--- src/rtl/spi_pkg.sv ---
// Shared SPI definitions: frame state encoding and the oversampling floor
// assumed by the pin synchronizers.
package spi_pkg;

    typedef enum logic {
        SPI_IDLE   = 1'b0,
        SPI_ACTIVE = 1'b1
    } spi_state_t;

    // System clock must run at least this many times faster than SCLK.
    localparam int SPI_MIN_OVERSAMPLE = 8;

endpackage

--- src/rtl/spi_target_sync_bit.sv ---
// Multi-flop synchronizer for one asynchronous input bit, with a
// parameterised reset value so idle-high pins start inactive.
module sync_bit #(
    parameter int   SyncStages = 2,
    parameter logic ResetVal   = 1'b0
) (
    input  logic clk_i,
    input  logic reset_ni,
    input  logic d_i,
    output logic q_o
);

    logic [SyncStages-1:0] stages;

    // NOTE: clocked state uses <= so every stage samples the pre-edge value of
    // its neighbour; blocking = here would collapse the chain into one flop.
    always_ff @(posedge clk_i or negedge reset_ni) begin
        if (!reset_ni) begin
            stages <= {SyncStages{ResetVal}};
        end else begin
            stages <= {stages[SyncStages-2:0], d_i};
        end
    end

    assign q_o = stages[SyncStages-1];

endmodule

--- src/rtl/spi_target.sv ---
// SPI mode-0 target: oversampled CS/SCLK/MOSI, MSB-first byte shifting, and
// single-entry TX holding / RX output registers with valid-ready handshakes.
module spi_target
    import spi_pkg::*;
#(
    parameter int                    data_width = 8,
    parameter int                    SyncStages = 2,
    parameter logic [data_width-1:0] IdleByte   = 8'hFF
) (
    input  logic                  clk_i,
    input  logic                  reset_ni,
    input  logic                  cs_ni,
    input  logic                  sclk_i,
    input  logic                  mosi_i,
    output logic                  miso_o,
    output logic                  miso_oe_o,
    input  logic [data_width-1:0] tx_data_i,
    input  logic                  tx_valid_i,
    output logic                  tx_ready_o,
    output logic [data_width-1:0] rx_data_o,
    output logic                  rx_valid_o,
    input  logic                  rx_ready_i,
    output logic                  overrun_o,
    output logic                  underrun_o,
    output logic                  busy_o
);

    localparam int CntW = (data_width > 2) ? $clog2(data_width) : 1;

    logic cs_sync, sclk_sync, mosi_sync;
    logic cs_q, sclk_q;
    logic cs_fall, cs_rise, sclk_rise, sclk_fall;

    spi_state_t            state;
    logic [CntW-1:0]       bit_cnt;
    logic [data_width-1:0] rx_shift, tx_shift, tx_hold;
    logic                  tx_full, load_pending;
    logic                  load_now, accept;
    logic [data_width-1:0] load_byte, rx_next;

    sync_bit #(.SyncStages(SyncStages), .ResetVal(1'b1)) u_sync_cs (
        .clk_i(clk_i), .reset_ni(reset_ni), .d_i(cs_ni), .q_o(cs_sync)
    );
    sync_bit #(.SyncStages(SyncStages), .ResetVal(1'b0)) u_sync_sclk (
        .clk_i(clk_i), .reset_ni(reset_ni), .d_i(sclk_i), .q_o(sclk_sync)
    );
    sync_bit #(.SyncStages(SyncStages), .ResetVal(1'b0)) u_sync_mosi (
        .clk_i(clk_i), .reset_ni(reset_ni), .d_i(mosi_i), .q_o(mosi_sync)
    );

    always_ff @(posedge clk_i or negedge reset_ni) begin
        if (!reset_ni) begin
            cs_q   <= 1'b1;
            sclk_q <= 1'b0;
        end else begin
            cs_q   <= cs_sync;
            sclk_q <= sclk_sync;
        end
    end

    assign cs_fall   =  cs_q   & ~cs_sync;
    assign cs_rise   = ~cs_q   &  cs_sync;
    assign sclk_rise = ~sclk_q &  sclk_sync;
    assign sclk_fall =  sclk_q & ~sclk_sync;

    // NOTE: every output of this block gets a default before any branch, so no
    // path leaves a value unassigned and no latch is inferred.
    always_comb begin
        load_now  = 1'b0;
        if (state == SPI_IDLE) begin
            load_now = cs_fall;
        end else begin
            load_now = ~cs_rise & sclk_fall & load_pending;
        end
        load_byte = tx_full ? tx_hold : IdleByte;
        accept    = tx_valid_i & ~tx_full;
        rx_next   = {rx_shift[data_width-2:0], mosi_sync};
    end

    // A load in the same cycle as an accept sees the holding register empty,
    // so the accepted byte waits for the next byte slot.
    always_ff @(posedge clk_i or negedge reset_ni) begin
        if (!reset_ni) begin
            tx_full <= 1'b0;
            tx_hold <= '0;
        end else if (load_now && tx_full) begin
            tx_full <= 1'b0;
        end else if (accept) begin
            tx_full <= 1'b1;
            tx_hold <= tx_data_i;
        end
    end

    assign tx_ready_o = ~tx_full;

    always_ff @(posedge clk_i or negedge reset_ni) begin
        if (!reset_ni) begin
            state        <= SPI_IDLE;
            bit_cnt      <= '0;
            rx_shift     <= '0;
            tx_shift     <= '0;
            load_pending <= 1'b0;
            miso_o       <= 1'b0;
            miso_oe_o    <= 1'b0;
            busy_o       <= 1'b0;
            rx_data_o    <= '0;
            rx_valid_o   <= 1'b0;
            overrun_o    <= 1'b0;
            underrun_o   <= 1'b0;
        end else begin
            overrun_o  <= 1'b0;
            underrun_o <= 1'b0;
            if (rx_valid_o && rx_ready_i) begin
                rx_valid_o <= 1'b0;
            end

            case (state)
                SPI_IDLE: begin
                    if (cs_fall) begin
                        state        <= SPI_ACTIVE;
                        bit_cnt      <= '0;
                        rx_shift     <= '0;
                        load_pending <= 1'b0;
                        tx_shift     <= load_byte;
                        miso_o       <= load_byte[data_width-1];
                        underrun_o   <= ~tx_full;
                        miso_oe_o    <= 1'b1;
                        busy_o       <= 1'b1;
                    end
                end

                SPI_ACTIVE: begin
                    if (cs_rise) begin
                        // Partial byte and any loaded TX byte are dropped.
                        state        <= SPI_IDLE;
                        bit_cnt      <= '0;
                        rx_shift     <= '0;
                        load_pending <= 1'b0;
                        miso_o       <= 1'b0;
                        miso_oe_o    <= 1'b0;
                        busy_o       <= 1'b0;
                    end else begin
                        if (sclk_rise) begin
                            rx_shift <= rx_next;
                            if (bit_cnt == CntW'(data_width - 1)) begin
                                bit_cnt      <= '0;
                                rx_data_o    <= rx_next;
                                rx_valid_o   <= 1'b1;
                                overrun_o    <= rx_valid_o & ~rx_ready_i;
                                load_pending <= 1'b1;
                            end else begin
                                bit_cnt <= bit_cnt + CntW'(1);
                            end
                        end
                        if (sclk_fall) begin
                            if (load_pending) begin
                                load_pending <= 1'b0;
                                tx_shift     <= load_byte;
                                miso_o       <= load_byte[data_width-1];
                                underrun_o   <= ~tx_full;
                            end else begin
                                tx_shift <= {tx_shift[data_width-2:0], 1'b0};
                                miso_o   <= tx_shift[data_width-2];
                            end
                        end
                    end
                end

                default: state <= SPI_IDLE;
            endcase
        end
    end

endmodule

--- config.mk ---
export PLATFORM = sky130hd
export DESIGN_NAME = spi_target
export DESIGN_NICKNAME = d
export VERILOG_FILES = /design/src/rtl/spi_pkg.sv /design/src/rtl/spi_target_sync_bit.sv /design/src/rtl/spi_target.sv
export SDC_FILE = /design/constraint.sdc
export NUM_CORES = 1
export LEC_CHECK = 0
export BUFFER_PORTS_ARGS = -buffer_cell sky130_fd_sc_hd__buf_4
export CAP_MARGIN = 20
export CORE_ASPECT_RATIO = 0.75
export CORE_MARGIN = 1
export CORE_UTILIZATION = 50
export DETAILED_ROUTE_END_ITERATION = 6
export GPL_TIMING_DRIVEN = 0
export PLACE_DENSITY = 0.81
export SLEW_MARGIN = 20
export SYNTH_ARGS = -nofsm -noshare
export SYNTH_HDL_FRONTEND = slang
export SYNTH_SLANG_ARGS = --single-unit
export TNS_END_PERCENT = 10
--- constraint.sdc ---
create_clock -name clk_i -period 1.2 [get_ports clk_i]
set_input_delay 0.18 -clock clk_i [delete_from_list [all_inputs] [get_ports clk_i]]
set_output_delay 0.18 -clock clk_i [all_outputs]
set_load 0.05 [all_outputs]
Word-level counts from Yosys, hierarchy flattened
Index checks and enable logic that the tools add are counted.
{ "word_totals": {"reg_bits": 49, "input_bits": 15, "output_inout_bits": 15, "word_cells": 102} }
{ "op_classes": {"add_sub_neg": 1, "eq_ne": 7, "muxes": 50, "bitwise": 17, "reduce_logical": 9} }
{ "op_table": {"columns": ["operator", "n"], "rows": [
  ["7-bit 2-to-1 mux", 7],
  ["1-bit 2-to-1 mux", 30],
  ["7-bit one-hot mux with 2 select lines", 2],
  ["3-bit 2-to-1 mux", 4],
  ["1-bit one-hot mux with 2 select lines", 5],
  ["1-bit inverter", 9],
  ["1-bit bitwise AND", 8],
  ["8-bit 2-to-1 mux", 1],
  ["2-bit != test, second input constant", 4],
  ["2-bit AND reduction", 4],
  ["3-bit != test, second input constant", 2],
  ["3-bit one-hot mux with 2 select lines", 1],
  ["4-bit AND reduction", 1],
  ["3-bit by 1-bit adder with 3-bit output, second input constant", 1],
  ["3-bit == test, second input constant", 1],
  ["3-bit AND reduction", 1],
  ["1-bit logical AND", 2],
  ["2-bit nonzero test", 1]
]} }

Logic depth before layout (Yosys ltp)
{ "logic_depth": {"ltp_word": 9, "mapped_depth": 6, "mapped_depth_nobuf": 5} }

Cells and area by module
From an unflattened synthesis, not the netlist that was laid out.
{ "hier_totals": {"cells_unflattened": 167, "area_unflattened_um2": 2055.7} }
{ "modules_own_cells": {"columns": ["mod", "instances", "cells_each", "area_per_inst_um2", "seq_area_each_um2"], "rows": [
  ["spi_target", 1, 161, 1903.1, 1077.3],
  ["sync_bit (u_sync_mosi ...)", 2, 2, 50.0, 50.0],
  ["sync_bit (u_sync_cs)", 1, 2, 52.6, 52.6]
]} }

Least setup slack after synthesis
OpenSTA, ideal clock, no wires.
{ "synth_path": {"path_kind": "reg-to-reg", "start": "register tx_full", "end": "register miso_o", "arrival_time_ns": 1.343, "slack_ns": -0.210, "stages_incl_launch_ff": 6, "path_buffers": 1, "period_less_slack_ns": 1.410, "cell_sequence": "dfrtp_1 buf_2 inv_1 nor2_1 a221oi_1 mux2_1"} }
{ "synth_via": {"elab_chain_len": 5, "word_cells_on_any_way": 6, "cone_classes": "mux (6)"} }
{ "synth_lines": {"columns": ["item", "line_no", "rtl"], "rows": [
  ["start: declaration", "spi_target.sv:37", "logic tx_full, load_pending;"],
  ["start signal: assignment", "spi_target.sv:84", "tx_full <= 1'b0;"],
  ["start signal: assignment", "spi_target.sv:87", "tx_full <= 1'b0;"],
  ["start signal: assignment", "spi_target.sv:89", "tx_full <= 1'b1;"],
  ["8-bit 2-to-1 mux (*)", "spi_target.sv:75", "load_byte = tx_full ? tx_hold : IdleByte;"],
  ["1-bit 2-to-1 mux", "spi_target.sv:156", "if (load_pending) begin"],
  ["1-bit 2-to-1 mux", "spi_target.sv:155", "if (sclk_fall) begin"],
  ["1-bit 2-to-1 mux", "spi_target.sv:133", "if (cs_rise) begin"],
  ["1-bit one-hot mux with 2 select lines (*)", "spi_target.sv:117", "case (state)"],
  ["end signal: assignment", "spi_target.sv:125", "miso_o <= load_byte[data_width-1];"],
  ["end signal: assignment", "spi_target.sv:159", "miso_o <= load_byte[data_width-1];"],
  ["end signal: assignment", "spi_target.sv:163", "miso_o <= tx_shift[data_width-2];"],
  ["end: declaration", "spi_target.sv:15", "output logic miso_o,"]
]} }
Every way passes the cells marked *; elsewhere a longest branch is shown, timed or not. The select of a mux whose other input is x is not followed.
A chain may end at the register's enable or synchronous reset.

Final worst setup path
{ "layout_path": {"start": "register u_sync_cs.stages[1]", "end": "register bit_cnt[0]"} }
{ "layout_via": {"elab_chain_len": 4, "word_cells_on_any_way": 8, "cone_classes": "eq/ne (2); mux (2); bitwise (3); reduce/logical (1)"} }
{ "layout_lines": {"columns": ["item", "line_no", "rtl"], "rows": [
  ["start: declaration", "spi_target_sync_bit.sv:13", "logic [SyncStages-1:0] stages;"],
  ["start signal: assignment", "spi_target_sync_bit.sv:19", "stages <= {SyncStages{ResetVal}};"],
  ["start signal: assignment", "spi_target_sync_bit.sv:21", "stages <= {stages[SyncStages-2:0], d_i};"],
  ["1-bit inverter", "spi_target.sv:61", "assign cs_fall = cs_q & ~cs_sync;"],
  ["1-bit bitwise AND", "spi_target.sv:61", null],
  ["2-bit != test (no source line)", null, null],
  ["2-bit AND reduction (no source line)", null, null],
  ["end signal: assignment", "spi_target.sv:152", "bit_cnt <= bit_cnt + CntW'(1);"],
  ["end: declaration", "spi_target.sv:35", "logic [CntW-1:0] bit_cnt;"]
]} }
Several ways; a longest one is shown, not always the timed one.

==> impl_metrics.csv <==
group,metric,value,unit
global_route,grt-ovfl-total,0,
critical_path,critPathLaunchType,"flip-flop",
flow_run,max_cap_viol_count,0,
yosys,syn_avg_cell_area,11.7,sq um
yosys,ys_async_sr_fraction,1.00,
yosys,syn_area,2030,sq um
clock_tree,cts-htree-levels,2,
run_status,outcome,"finished with violations",
sta,slew_viol_final,0,
sta,setup_viol,38,
sta,rsz0062_at_grt,"yes",
place,dpl.hpwl,2.56,mm
yosys,yosysTopAreaCell,"dfrtp_1",
clock_tree,cts.clk_slew.worst_paths,90,ps
yosys,ys_seq_area_frac,0.606,
routing,vias_per_cell,5.38,
critical_path,critPathRequiredTime,1390,ps
routing,met1_length,2.13,mm
place,dp_slack,-266,ps
sta,layout_min_cycle_time,1440,ps
global_route,antenna_found_initial,0,
clock_tree,root_buffer,"clkbuf_8",
routing,routed-wl-met2,2.29,mm
routing,wl_met3,168,microns
yosys,synth.net_count,191,
yosys,synth_top_area_share,0.567,
run_status,violations,"setup timing",
sta,max_freq,0.697,GHz
sta,finalCritPeriodShare,1.20,
clock_tree,cts_tree,"built",
yosys,syn-instance-count,174,
routing,wl,4.67,mm
yosys,yosys_warnings,0,
clock_tree,clockBufferDepth,2,
clock_tree,cts_sinks,49,
critical_path,critical_path.top_delay_family,"flip-flops",
yosys,yosys_register_bits,49,
global_route,grt_pass1_vias,1469,
worst_hold_path,holdCritPathClass,"in2reg",
yosys,synth_most_common_cell,"dfrtp_1",
critical_path,cp_data_arrival_time,1620,ps
sta,tns,-5030,ps
critical_path,critPathCaptureType,"flip-flop",
critical_path,cpMaxStageDelayCell,"dfstp_2",
floorplanning,core,3780,sq um
global_route,grt_max_degree,50,
floorplanning,die_h,57.2,microns
yosys,netlist_top_cells_count,"dfrtp_1 (46), nand2_1 (20), o21ai_0 (17)",
clock_tree,clk_latency,300,ps
critical_path,slowest_delay,410,ps
sta,timing.final.hold_violations,0,
clock_tree,cts_made_buffers,5,
routing,highest_layer,"met4",
critical_path,path_buf_inv,1,
critical_path,critPathMaxFanout,4,
sta,hold_slack,95.2,ps
finish,fin_cells,281,
floorplanning,start_util,0.537,
routing,drt_iter0_markers,83,
sta,skew,5.67,ps
global_route,track_usage,0.218,
routing,routedWlPerCell,16.6,microns
place,gp_congestion,0.728,
power,p_per_area,1610,nW/um^2
floorplanning,die_area,4320,sq um
yosys,synth_area_leaders,"dfrtp_1 (57%), o21ai_0 (4.2%), o21ai_1 (3.9%)",
sta,tightestPinTransition,606,ps
yosys,synthFlopType,"dfrtp_1",
finish,syn2layout_area_growth,35.3,%
routing,num_vias,1512,
power,leakagePower,1.25,nW
place,dp_cells,255,
global_route,grt_pass1_wl,6.81,mm
routing,antenna_left,0,
finish,drive_gt1_frac,0.437,
floorplanning,pin_count,30,
critical_path,path_class,"reg2reg",
place,port_buffers,29,
finish,fin_nets,245,
sta,relSlewSlack,0.596,
floorplanning,rows,19,
yosys,synth_edf_count,0,
sta,setup_ws,-235,ps
routing,drc,0,
routing,dr.pass1.iters,4,
power,vdd_ir_drop_max,0.990,mV
finish,finish.utilization,0.727,
floorplanning,die_x,75.6,microns
yosys,synth.distinct_cells,31,
finish,antenna-diode-count,0,
critical_path,crit_chain,"buf_12, nand2b_2, o21ai_4, mux2_4",
[flip-flops by register name, indices dropped and copies added (netlist names)]
register / count
tx_hold: 8
rx_data_o: 8
tx_shift: 7
u_sync_cs.stages: 2
state: 1
underrun_o: 1
overrun_o: 1
cs_q: 1
u_sync_mosi.stages: 2
tx_full: 1
u_sync_sclk.stages: 2
rx_valid_o: 1
sclk_q: 1
load_pending: 1
miso_o: 1
bit_cnt: 3
rx_shift: 7
busy_o: 1
[placed cells by master (no fill, tap or decap), drive strengths merged]
master       instances
nand2               20
nor3b                1
nor3                 1
dfstp                3
nand2b               4
inv                 10
dlygate4sd3          4
a221oi               1
ha                   2
nand3b               6
bufinv               1
o22a                 1
buf                 52
clkinvlp             2
clkbuf               8
a31oi                1
dfrtp               46
a21oi                1
nor2                 4
nand4               10
mux2                11
nor2b                5
o21ai               35
[area by class of cell]
cell class / instances / area (sq um)
Inverter: 11 / 45.0
Clock buffer: 6 / 82.6
Tap cell: 52 / 65.1
Buffer: 11 / 97.6
Multi-Input combinational cell: 103 / 791
Fill cell: 226 / 1030
Clock inverter: 2 / 37.5
Sequential cell: 49 / 1230
Timing Repair Buffer: 47 / 399
[cell families (layout without fill, tap and decap cells)]
kind of cell	Yosys count	count (layout)	synth area share
compound gates	39	39	0.115
fa+ha+maj	2	2	0.0123
buf+inv	22	77	0.0567
flops	49	49	0.606
mux	11	11	0.0628
simple gates	51	51	0.147
[worst paths after layout]
check                                      start               endpoint  slack (ps)  cells past startpoint
hold reg to reg            u_sync_sclk.stages[0]  u_sync_sclk.stages[1]         360                      0
max in group asynchronous               reset_ni  u_sync_mosi.stages[1]         360                      2
hold / removal                      tx_data_i[4]             tx_hold[4]         100                      2
setup / recovery             u_sync_cs.stages[1]             bit_cnt[0]        -240                      4
setup reg to reg             u_sync_cs.stages[1]             bit_cnt[0]        -240                      4
min in group asynchronous               reset_ni            tx_shift[5]         440                      2
[stage by stage]
step                power (mW)  area, sq um
detailed placement        3.01         2330
CTS                       4.29         2570
global placement          2.97         2330
floorplan                 2.75         2050
global route              4.62         2750
finish                    4.43         2750
[metal layers]
metal | vias up | GRT usage
met4 | 0 | 0.0741
met2 | 45 | 0.325
met3 | 10 | 0.0530
met1 | 755 | 0.315
met5 | - | 0
li1 | 702 | -
[where the power goes]
group	total [mW]	internal (mW)	switching (mW)
Clock	1.21	0.677	0.533
Combinational	1.10	0.547	0.549
Sequential	2.13	1.94	0.184
[repair_timing]
| action | in CTS | in global routing |
|---|---|---|
| setup endpoints to repair | 42 | 42 |
| pin swaps | 3 | 7 |
| hold buffers | 4 | 0 |
| gates cloned | 0 | 0 |
| setup buffers | 6 | 8 |
| resized for setup | 6 | 39 |
| endpoints found under the hold margin | 49 | 0 |
(Power assumes the default switching activity.)
